File: src/rtl/tensor_core_pkg.sv
// Shared types and sizing for the tensor-core stream loader.
package tensor_core_pkg;

    localparam int unsigned TC_DATA_WIDTH      = 8;
    localparam int unsigned TC_FRAME_BYTES     = 18;
    localparam int unsigned TC_QUAD_LANES      = 4;
    localparam int unsigned TC_QUADS_PER_FRAME = 5;
    localparam int unsigned TC_COUNT_W         = 5;
    localparam int unsigned TC_ADDR_W          = 3;

    typedef logic signed [TC_DATA_WIDTH-1:0] tc_elem_t;
    typedef tc_elem_t [TC_QUAD_LANES-1:0]    tc_quad_t;

    typedef enum logic [2:0] {
        IDLE    = 3'd0,
        COLLECT = 3'd1,
        WRITE   = 3'd2,
        CHECK   = 3'd3,
        DONE    = 3'd4
    } tc_loader_state_t;

endpackage

File: src/rtl/tensor_core_stream_loader_if.sv
// Byte-stream input and quad-write output bundle of the tensor-core stream loader.
interface tensor_core_stream_loader_if;
    import tensor_core_pkg::*;

    logic                 byte_valid_in;
    tc_elem_t             byte_data_in;
    logic                 byte_ready_out;
    logic                 quad_write_enable_out;
    logic [TC_ADDR_W-1:0] quad_write_register_address_out;
    tc_quad_t             quad_write_data_out;

    // Loader side
    modport master (
        input  byte_valid_in,
        input  byte_data_in,
        output byte_ready_out,
        output quad_write_enable_out,
        output quad_write_register_address_out,
        output quad_write_data_out
    );

    // Upstream producer / register-file side
    modport slave (
        output byte_valid_in,
        output byte_data_in,
        input  byte_ready_out,
        input  quad_write_enable_out,
        input  quad_write_register_address_out,
        input  quad_write_data_out
    );

endinterface

File: src/rtl/tensor_core_stream_loader.sv
// Packs an 18-byte stream into five quad writes for the tensor-core register file.
// Optional trailing XOR checksum byte enabled by TENSOR_CORE_LOADER_CHECKSUM_EN.
module tensor_core_stream_loader
    import tensor_core_pkg::*;
(
    input  logic clock_in,
    input  logic reset_in,
    input  logic start_in,
    output logic busy_out,
    output logic frame_done_out,
    output logic checksum_error_out,
    tensor_core_stream_loader_if.master bus
);

    localparam int unsigned LANE_W = $clog2(TC_QUAD_LANES);

    localparam logic [2:0] ST_IDLE    = IDLE;
    localparam logic [2:0] ST_COLLECT = COLLECT;
    localparam logic [2:0] ST_WRITE   = WRITE;
    localparam logic [2:0] ST_DONE    = DONE;
`ifdef TENSOR_CORE_LOADER_CHECKSUM_EN
    localparam logic [2:0] ST_CHECK   = CHECK;
`endif

    localparam logic [TC_COUNT_W-1:0] LAST_IDX   = TC_COUNT_W'(TC_FRAME_BYTES - 1);
    localparam logic [TC_COUNT_W-1:0] FRAME_CNT  = TC_COUNT_W'(TC_FRAME_BYTES);
    localparam logic [LANE_W-1:0]     LAST_LANE  = LANE_W'(TC_QUAD_LANES - 1);

    logic [2:0]            state_q, state_d;
    logic [TC_COUNT_W-1:0] count_q, count_d;
    logic [TC_ADDR_W-1:0]  qidx_q,  qidx_d;
    tc_quad_t              buf_q,   buf_d;
    logic                  ready_q, ready_d;
    logic                  we_q,    we_d;
    logic [TC_ADDR_W-1:0]  addr_q,  addr_d;
    tc_quad_t              data_q,  data_d;
    logic                  busy_q,  busy_d;
    logic                  done_q,  done_d;
    logic                  accept;
    logic [LANE_W-1:0]     lane;
`ifdef TENSOR_CORE_LOADER_CHECKSUM_EN
    tc_elem_t              xor_q,   xor_d;
    logic                  err_q,   err_d;
`endif

    assign accept = bus.byte_valid_in & ready_q;
    assign lane   = count_q[LANE_W-1:0];

    // Next-state and next-output logic; every output is registered from *_d.
    always_comb begin
        state_d = state_q;
        count_d = count_q;
        qidx_d  = qidx_q;
        buf_d   = buf_q;
        ready_d = 1'b0;
        we_d    = 1'b0;
        addr_d  = '0;
        data_d  = '0;
        busy_d  = busy_q;
        done_d  = 1'b0;
`ifdef TENSOR_CORE_LOADER_CHECKSUM_EN
        xor_d   = xor_q;
        err_d   = err_q;
`endif
        case (state_q)
            ST_IDLE: begin
                if (start_in) begin
                    state_d = ST_COLLECT;
                    count_d = '0;
                    qidx_d  = '0;
                    buf_d   = '0;
                    ready_d = 1'b1;
                    busy_d  = 1'b1;
`ifdef TENSOR_CORE_LOADER_CHECKSUM_EN
                    xor_d   = '0;
                    err_d   = 1'b0;
`endif
                end
            end
            ST_COLLECT: begin
                ready_d = 1'b1;
                if (accept) begin
                    buf_d[lane] = bus.byte_data_in;
                    count_d     = count_q + TC_COUNT_W'(1);
`ifdef TENSOR_CORE_LOADER_CHECKSUM_EN
                    xor_d       = xor_q ^ bus.byte_data_in;
`endif
                    // Quad complete (or frame tail): present it on the write port next cycle
                    if (lane == LAST_LANE || count_q == LAST_IDX) begin
                        state_d = ST_WRITE;
                        ready_d = 1'b0;
                        we_d    = 1'b1;
                        addr_d  = qidx_q;
                        data_d  = buf_d;
                    end
                end
            end
            ST_WRITE: begin
                qidx_d = qidx_q + TC_ADDR_W'(1);
                buf_d  = '0;
                if (count_q == FRAME_CNT) begin
`ifdef TENSOR_CORE_LOADER_CHECKSUM_EN
                    state_d = ST_CHECK;
                    ready_d = 1'b1;
`else
                    state_d = ST_DONE;
                    done_d  = 1'b1;
                    busy_d  = 1'b0;
`endif
                end else begin
                    state_d = ST_COLLECT;
                    ready_d = 1'b1;
                end
            end
`ifdef TENSOR_CORE_LOADER_CHECKSUM_EN
            ST_CHECK: begin
                ready_d = 1'b1;
                if (accept) begin
                    err_d   = err_q | (bus.byte_data_in != xor_q);
                    ready_d = 1'b0;
                    state_d = ST_DONE;
                    done_d  = 1'b1;
                    busy_d  = 1'b0;
                end
            end
`endif
            ST_DONE: begin
                state_d = ST_IDLE;
            end
            default: begin
                state_d = ST_IDLE;
                busy_d  = 1'b0;
            end
        endcase
    end

    // State and output registers
    always_ff @(posedge clock_in) begin
        if (reset_in) begin
            state_q <= ST_IDLE;
            count_q <= '0;
            qidx_q  <= '0;
            buf_q   <= '0;
            ready_q <= 1'b0;
            we_q    <= 1'b0;
            addr_q  <= '0;
            data_q  <= '0;
            busy_q  <= 1'b0;
            done_q  <= 1'b0;
`ifdef TENSOR_CORE_LOADER_CHECKSUM_EN
            xor_q   <= '0;
            err_q   <= 1'b0;
`endif
        end else begin
            state_q <= state_d;
            count_q <= count_d;
            qidx_q  <= qidx_d;
            buf_q   <= buf_d;
            ready_q <= ready_d;
            we_q    <= we_d;
            addr_q  <= addr_d;
            data_q  <= data_d;
            busy_q  <= busy_d;
            done_q  <= done_d;
`ifdef TENSOR_CORE_LOADER_CHECKSUM_EN
            xor_q   <= xor_d;
            err_q   <= err_d;
`endif
        end
    end

    assign bus.byte_ready_out                  = ready_q;
    assign bus.quad_write_enable_out           = we_q;
    assign bus.quad_write_register_address_out = addr_q;
    assign bus.quad_write_data_out             = data_q;
    assign busy_out                            = busy_q;
    assign frame_done_out                      = done_q;
`ifdef TENSOR_CORE_LOADER_CHECKSUM_EN
    assign checksum_error_out                  = err_q;
`else
    assign checksum_error_out                  = 1'b0;
`endif

endmodule
File: src/flat_wrapper.sv
// flat-port wrapper written by rule: the top's interface ports become plain ports
module tensor_core_stream_loader_flat import tensor_core_pkg::*;
  (clock_in, reset_in, start_in, busy_out, frame_done_out, checksum_error_out, bus_byte_valid_in, bus_byte_data_in, bus_byte_ready_out, bus_quad_write_enable_out, bus_quad_write_register_address_out, bus_quad_write_data_out);
  tensor_core_stream_loader_if bus_i ();
  input  logic clock_in;
  input  logic reset_in;
  input  logic start_in;
  output logic busy_out;
  output logic frame_done_out;
  output logic checksum_error_out;
  input wire logic [$bits(bus_i.byte_valid_in)-1:0] bus_byte_valid_in;
  input wire logic [$bits(bus_i.byte_data_in)-1:0] bus_byte_data_in;
  output wire logic [$bits(bus_i.byte_ready_out)-1:0] bus_byte_ready_out;
  output wire logic [$bits(bus_i.quad_write_enable_out)-1:0] bus_quad_write_enable_out;
  output wire logic [$bits(bus_i.quad_write_register_address_out)-1:0] bus_quad_write_register_address_out;
  output wire logic [$bits(bus_i.quad_write_data_out)-1:0] bus_quad_write_data_out;
  assign bus_i.byte_valid_in = bus_byte_valid_in;
  assign bus_i.byte_data_in = bus_byte_data_in;
  assign bus_byte_ready_out = bus_i.byte_ready_out;
  assign bus_quad_write_enable_out = bus_i.quad_write_enable_out;
  assign bus_quad_write_register_address_out = bus_i.quad_write_register_address_out;
  assign bus_quad_write_data_out = bus_i.quad_write_data_out;
  tensor_core_stream_loader u_core (.clock_in(clock_in), .reset_in(reset_in), .start_in(start_in), .busy_out(busy_out), .frame_done_out(frame_done_out), .checksum_error_out(checksum_error_out), .bus(bus_i));
endmodule
File: config.mk
export PLATFORM = sky130hd
export DESIGN_NAME = tensor_core_stream_loader_flat
export DESIGN_NICKNAME = d
export VERILOG_FILES = /design/src/rtl/tensor_core_pkg.sv /design/src/rtl/tensor_core_stream_loader_if.sv /design/src/rtl/tensor_core_stream_loader.sv /design/src/flat_wrapper.sv
export SDC_FILE = /design/constraint.sdc
export NUM_CORES = 1
export LEC_CHECK = 0
export ABC_AREA = 1
export BUFFER_PORTS_ARGS = -buffer_cell sky130_fd_sc_hd__buf_4
export CAP_MARGIN = 30
export CORE_MARGIN = 1.5
export CORE_UTILIZATION = 55
export CTS_BUF_LIST = sky130_fd_sc_hd__clkbuf_2
export CTS_CLUSTER_DIAMETER = 100
export CTS_CLUSTER_SIZE = 25
export DETAILED_ROUTE_END_ITERATION = 6
export PLACE_DENSITY = 0.77
export SYNTH_ARGS = -nofsm -noshare
export SYNTH_HDL_FRONTEND = slang
export SYNTH_SLANG_ARGS = --single-unit
File: constraint.sdc
create_clock -name clock_in -period 2.48 [get_ports clock_in]
set_input_delay 0.372 -clock clock_in [delete_from_list [all_inputs] [get_ports clock_in]]
set_output_delay 0.372 -clock clock_in [all_outputs]
set_load 0.02 [all_outputs]
==> impl_metrics.tcl, run 1 <==
set metrics [dict create \
    crit_path_max_fanout 37 \
    synthArstFlopShare 0 \
    die_w_um 84.0 \
    grt_pass1_vias 2903 \
    synth_area_mm2 0.00361 \
    antenna_found_initial 0 \
    worst_slew_pin_slew_ns 0.625 \
    drt_iter0_drc 165 \
    maxSlewViolCount 0 \
    ant_nets 0 \
    start_util 0.568 \
    period_minus_slack_ns 2.00 \
    seq_area_frac_synth 0.455 \
    synth_edf_count 0 \
    netlist_instances 510 \
    crit_type "reg -> reg" \
    hp-class "in -> reg" \
    multi_input_area_mm2 0.00146 \
    worstSetupStartpointType "flip-flop" \
    rr_worst_depth 8 \
    r2r-end "u_core.bus.quad_write_data_out[28]" \
    finalSetupTns_ns 0 \
    synth_top_area_frac 0.455 \
    num_rows 29 \
    port-buffer-count 50 \
    regArea_mm2 0.00164 \
    drc 0 \
    synth_cell_types 24 \
    syn_nets 527 \
    p_total_mw 2.62 \
    postCtsSetupBuffers 0 \
    endpoint "u_core.bus.quad_write_data_out[28]" \
    yosysTopAreaCell "dfxtp_1" \
    peakVddDrop_v 0.000415 \
    rsz0062_at_grt "no" \
    reg2reg_setup_slack_ns 0.48 \
    ctsLongestPathBuffers 2 \
    io_pins 52 \
    synth_area_leaders "dfxtp_1 (45%), nand2_1 (13%), inv_1 (10%)" \
    ys.flop_type "dfxtp_1" \
    root_buffer "clkbuf_2" \
    drt-pass1-iter-count 4 \
    path_clk_slew_ns 0.24 \
    worstPathArrival_ns 2.47 \
    drive_gt1_frac 0.165 \
    setup_viol 0 \
    r2r_start "u_core.count_q[1]" \
    grt_usage 0.230 \
    powerDensity_mw_per_mm2 636 \
    cts_tree "built" \
    grt_overflow_total 0 \
    yosysMostFrequentCell "nand2_1" \
    fin_nets 571 \
    coreArea_mm2 0.00635 \
    numCtsBuffers 9 \
    synth.cells.most_frequent "nand2_1 (126), inv_1 (96), dfxtp_1 (82)" \
    grt_max_degree 64 \
    ys_ff_latch 82 \
    synth.avg_cell_area_um2 7.08 \
    end_kind "flip-flop" \
    cp-startpoint "u_core.count_q[1]" \
    vias 3176 \
    p_leak_nw 2.00 \
    status "complete, no violations" \
    place_hpwl_um 5130 \
    final_hold_viol_count 0 \
    ys_warn_count 0 \
    diodes 0 \
    period_share 0.808 \
    grt_pass1_wl_um 13000 \
    syn_to_final_growth_pct 14.1 \
    post_drt_via_cell_ratio 4.99 \
    fmax_ghz 0.499 \
    slew-limit-headroom 0.584 \
    cts_htree_levels 3 \
    nFillCells 557 \
    clk_latency_ns 0.55 \
    die_area_mm2 0.00706 \
    die_y_um 84.0 \
    finalWirelength_um 7740 \
    cp.required_ns 2.95 \
    max_cap_violations 0 \
    routabilityCongestion 0.890 \
    wire_per_inst_um 12.2 \
    finClkSkew_ns 0.0286 \
    cts.sinks 82 \
]
-- registers in the layout (all words and copies together) (netlist names), 3 cells and up --
name and flops:
u_core.state_q 3, u_core.bus.quad_write_data_out 32, u_core.bus.quad_write_register_address_out 3, u_core.count_q 5, u_core.buf_q 32, u_core.qidx_q 3
-- critical path: stages, from the launching register on --
cell and delay (ns):
dfxtp_1 0.39, inv_1 0.11, ha_1 0.37, nand2_1 0.09, inv_1 0.06, nand2_1 0.06, nand2_1 0.11, nand3_4 0.44
a21oi_1 0.31
-- through the flow --
step	hold slack (ns)	std cells	setup WS (ns)	util	instance area, um^2
2_1_floorplan	0.420	510	0.991	-	3610
3_3_place_gp	0.434	619	0.531	0.624	3970
4_1_cts	0.0727	636	0.452	0.649	4120
6_report	0.115	636	0.477	0.649	4120
5_1_grt	0.0762	636	0.288	0.649	4120
3_5_place_dp	0.435	619	0.494	0.624	3970
-- routing by layer --
layer,share of wire,GRT usage,vias to the layer above
met1,0.44,0.284,1455
li1,-,-,1619
met5,0,0,-
met3,0.059,0.0396,12
met2,0.48,0.391,90
met4,0.021,0.107,0
-- cells by family (layout without fill, tap and decap cells) --
kind of cell | Yosys count | after routing | synth area share
compound gates | 88 | 88 | 0.139
xor+xnor | 1 | 1 | 0.00243
fa+ha+maj | 5 | 5 | 0.0173
buf+inv | 119 | 168 | 0.141
flops | 82 | 82 | 0.455
other cells | 1 | 1 | 0.00104
simple gates | 214 | 214 | 0.244
-- timing repair --
action | 4_1_cts | 5_1_grt
hold buffers | 1 | 0
resized for setup | 0 | 0
endpoints found under the hold margin | 4 | 0
-- worst min-delay path by stage --
stage	cells past startpoint	to	startpoint
global placement	2	u_core.bus.quad_write_register_address_out[2]	u_core.qidx_q[2]
global route	3	u_core.bus.quad_write_data_out[1]	bus_byte_data_in[1]
detailed placement	2	u_core.bus.quad_write_register_address_out[2]	u_core.qidx_q[2]
finish	3	u_core.bus.quad_write_data_out[1]	bus_byte_data_in[1]
floorplan	2	u_core.bus.quad_write_register_address_out[2]	u_core.qidx_q[2]
CTS	3	u_core.bus.quad_write_data_out[29]	bus_byte_data_in[5]
-- layout by cell type (no fill, tap or decap), types with 8 or more instances in the layout --
cell,Yosys,routed
o21ai_1,8,8
nand2_1,126,126
nand3_1,12,12
a21oi_2,16,16
a21oi_1,37,37
clkbuf_2,0,9
o21ai_0,27,27
dfxtp_1,82,82
buf_4,2,54
inv_1,96,96
nor2_1,65,65
-- layout make-up --
type	count	share of cell area
Sequential cell	82	0.398
Tap cell	77	0.0234
Timing Repair Buffer	55	0.101
Multi-Input combinational cell	309	0.354
Inverter	97	0.0884
Clock buffer	9	0.0109
Clock inverter	7	0.0243
-- report_power, final --
part           switching, mW  total, mW  internal [mW]
clock network          0.485      0.828          0.343
registers             0.0341       1.42           1.38
logic                  0.252      0.374          0.123
Note: power is estimated with default switching activity, not from simulation.
==> run 2: changes to the inputs <==
- CORE_UTILIZATION: 55 -> 53
- PLACE_DENSITY: 0.77 -> 0.78
- clock period: 2.48 -> 1.8 ns (I/O delays scaled with it)
==> impl_metrics.tcl, run 2 (synthesis gave the netlist of run 1 again) <==
set metrics [dict create \
    timing.hold.ws_ns 0.0567 \
    postCtsSetupBuffers 0 \
    p_sw_mw 1.00 \
    post_drt_via_cell_ratio 5.10 \
    switching_share 0.308 \
    finalWirelength_um 8160 \
    clk_latency_ns 0.51 \
    drt_iter0_drc 214 \
    io_pins 52 \
    crit_type "reg -> reg" \
    num_rows 29 \
    wire_per_inst_um 12.7 \
    syn_to_final_growth_pct 14.9 \
    cts_tree "built" \
    rsz0062_at_grt "no" \
    ctsLongestPathBuffers 2 \
    p_clk_frac 0.231 \
    grt_usage 0.227 \
    final_hold_viol_count 0 \
    final_common_cell "nand2_1" \
    reg2reg_setup_slack_ns 0.14 \
    drt-pass1-iter-count 7 \
    regArea_mm2 0.00164 \
    setup_viol 0 \
    grt_max_degree 30 \
    routabilityCongestion 0.873 \
    ant_nets 0 \
    grt_pass1_vias 2979 \
    final_cell_mix "nand2_1 (126), inv_1 (94), dfxtp_1 (81)" \
    cp.required_ns 2.22 \
    place_hpwl_um 5440 \
    maxSlewViolCount 0 \
    p_int_mw 2.26 \
    crit_path_max_fanout 27 \
    peakVddDrop_v 0.000442 \
    place_inst 626 \
    nFillCells 577 \
    status "finished with violations" \
    die_area_mm2 0.00731 \
    end_kind "flip-flop" \
    period_share 0.925 \
    die_w_um 85.5 \
    finalSetupTns_ns 0 \
    stdcell_count 643 \
    drc 3 \
    coreArea_mm2 0.00646 \
    fin_nets 579 \
    max_cap_violations 0 \
    numCtsBuffers 9 \
    powerDensity_mw_per_mm2 786 \
    comb_power_share 0.169 \
    drive_gt1_frac 0.180 \
    diodes 0 \
    fmax_ghz 0.601 \
    multi_input_area_mm2 0.00147 \
    hp-class "in -> reg" \
    p_seq_frac 0.600 \
    grt_overflow_total 0 \
    vias 3279 \
    antenna_found_initial 0 \
    port-buffer-count 50 \
    worstSetupStartpointType "flip-flop" \
    period_minus_slack_ns 1.66 \
    grt_pass1_wl_um 13100 \
    cts_htree_levels 3 \
    failed_checks "design-rule violations" \
    root_buffer "clkbuf_2" \
    p_leak_nw 2.02 \
    start_util 0.559 \
    path_clk_slew_ns 0.21 \
    finClkSkew_ns 0.0161 \
    cts.sinks 82 \
    die_y_um 85.5 \
    worstPathArrival_ns 2.08 \
]
==> run 2: cell types whose count changed in the layout (fill, tap and decap cells not counted), moves of 2 or more <==
cell	previous run	this run
clkinv_1	1	3
clkinv_2	1	3
buf_12	0	2
inv_1	96	94
inv_6	2	0
bufinv_16	2	0
buf_4	54	59
clkinv_4	2	0
==> run 2: layer usage <==
| metal | routed length [um] | up-vias | track usage |
|---|---|---|---|
| met1 | 3620 | 1495 | 0.272 |
| met2 | 3760 | 122 | 0.390 |
| met5 | 0 | - | 0 |
| li1 | - | 1636 | - |
| met4 | 284 | 0 | 0.120 |
| met3 | 491 | 26 | 0.0385 |
==> run 2: timing repair <==
action / 4_1_cts / 5_1_grt
endpoints found under the setup margin: 0 / 17
resized for setup: 0 / 5
hold buffers: 1 / 0
endpoints found under the hold margin: 4 / 0
==> run 2: area by class of cell <==
| class | instances | area share |
|---|---|---|
| Clock inverter | 5 | 0.00543 |
| Timing Repair Buffer | 62 | 0.119 |
| Tap cell | 77 | 0.0232 |
| Clock buffer | 10 | 0.0121 |
| Inverter | 97 | 0.0887 |
| Sequential cell | 82 | 0.396 |
| Multi-Input combinational cell | 310 | 0.355 |
==> run 2: critical path, cell delays in order, from the launching register on <==
cell and delay, ns:
dfxtp_1 0.52, nor2_4 0.09, nand3_1 0.23, nand3_4 0.26, buf_12 0.24, o21ai_0 0.19
nor2_1 0.05
==> run 2: per-stage QoR <==
stage	total power, mW	cell area [um^2]	utilization	worst slack (ns)
floorplan	2.40	3610	-	0.311
global placement	2.49	4040	0.626	0.170
detailed placement	2.52	4040	0.626	0.0971
CTS	3.26	4130	0.639	0.0769
global route	3.43	4150	0.642	0.0108
finish	3.26	4150	0.642	0.135
==> run 2: worst paths after layout <==
check             depth (start not counted)                                       endpoint                 from
setup / recovery                          6                                u_core.buf_q[2]    u_core.state_q[2]
hold / removal                            3              u_core.bus.quad_write_data_out[4]  bus_byte_data_in[4]
setup reg to reg                          6                                u_core.buf_q[2]    u_core.state_q[2]
hold reg to reg                           2  u_core.bus.quad_write_register_address_out[2]     u_core.qidx_q[2]
==> run 2: power groups by stage <==
stage	clock network, mW	registers, mW	logic [mW]
global placement	0	1.98	0.503
finish	0.754	1.96	0.550
detailed placement	0	1.99	0.527
CTS	0.770	1.95	0.534
global route	0.831	1.97	0.628
floorplan	0	1.98	0.422
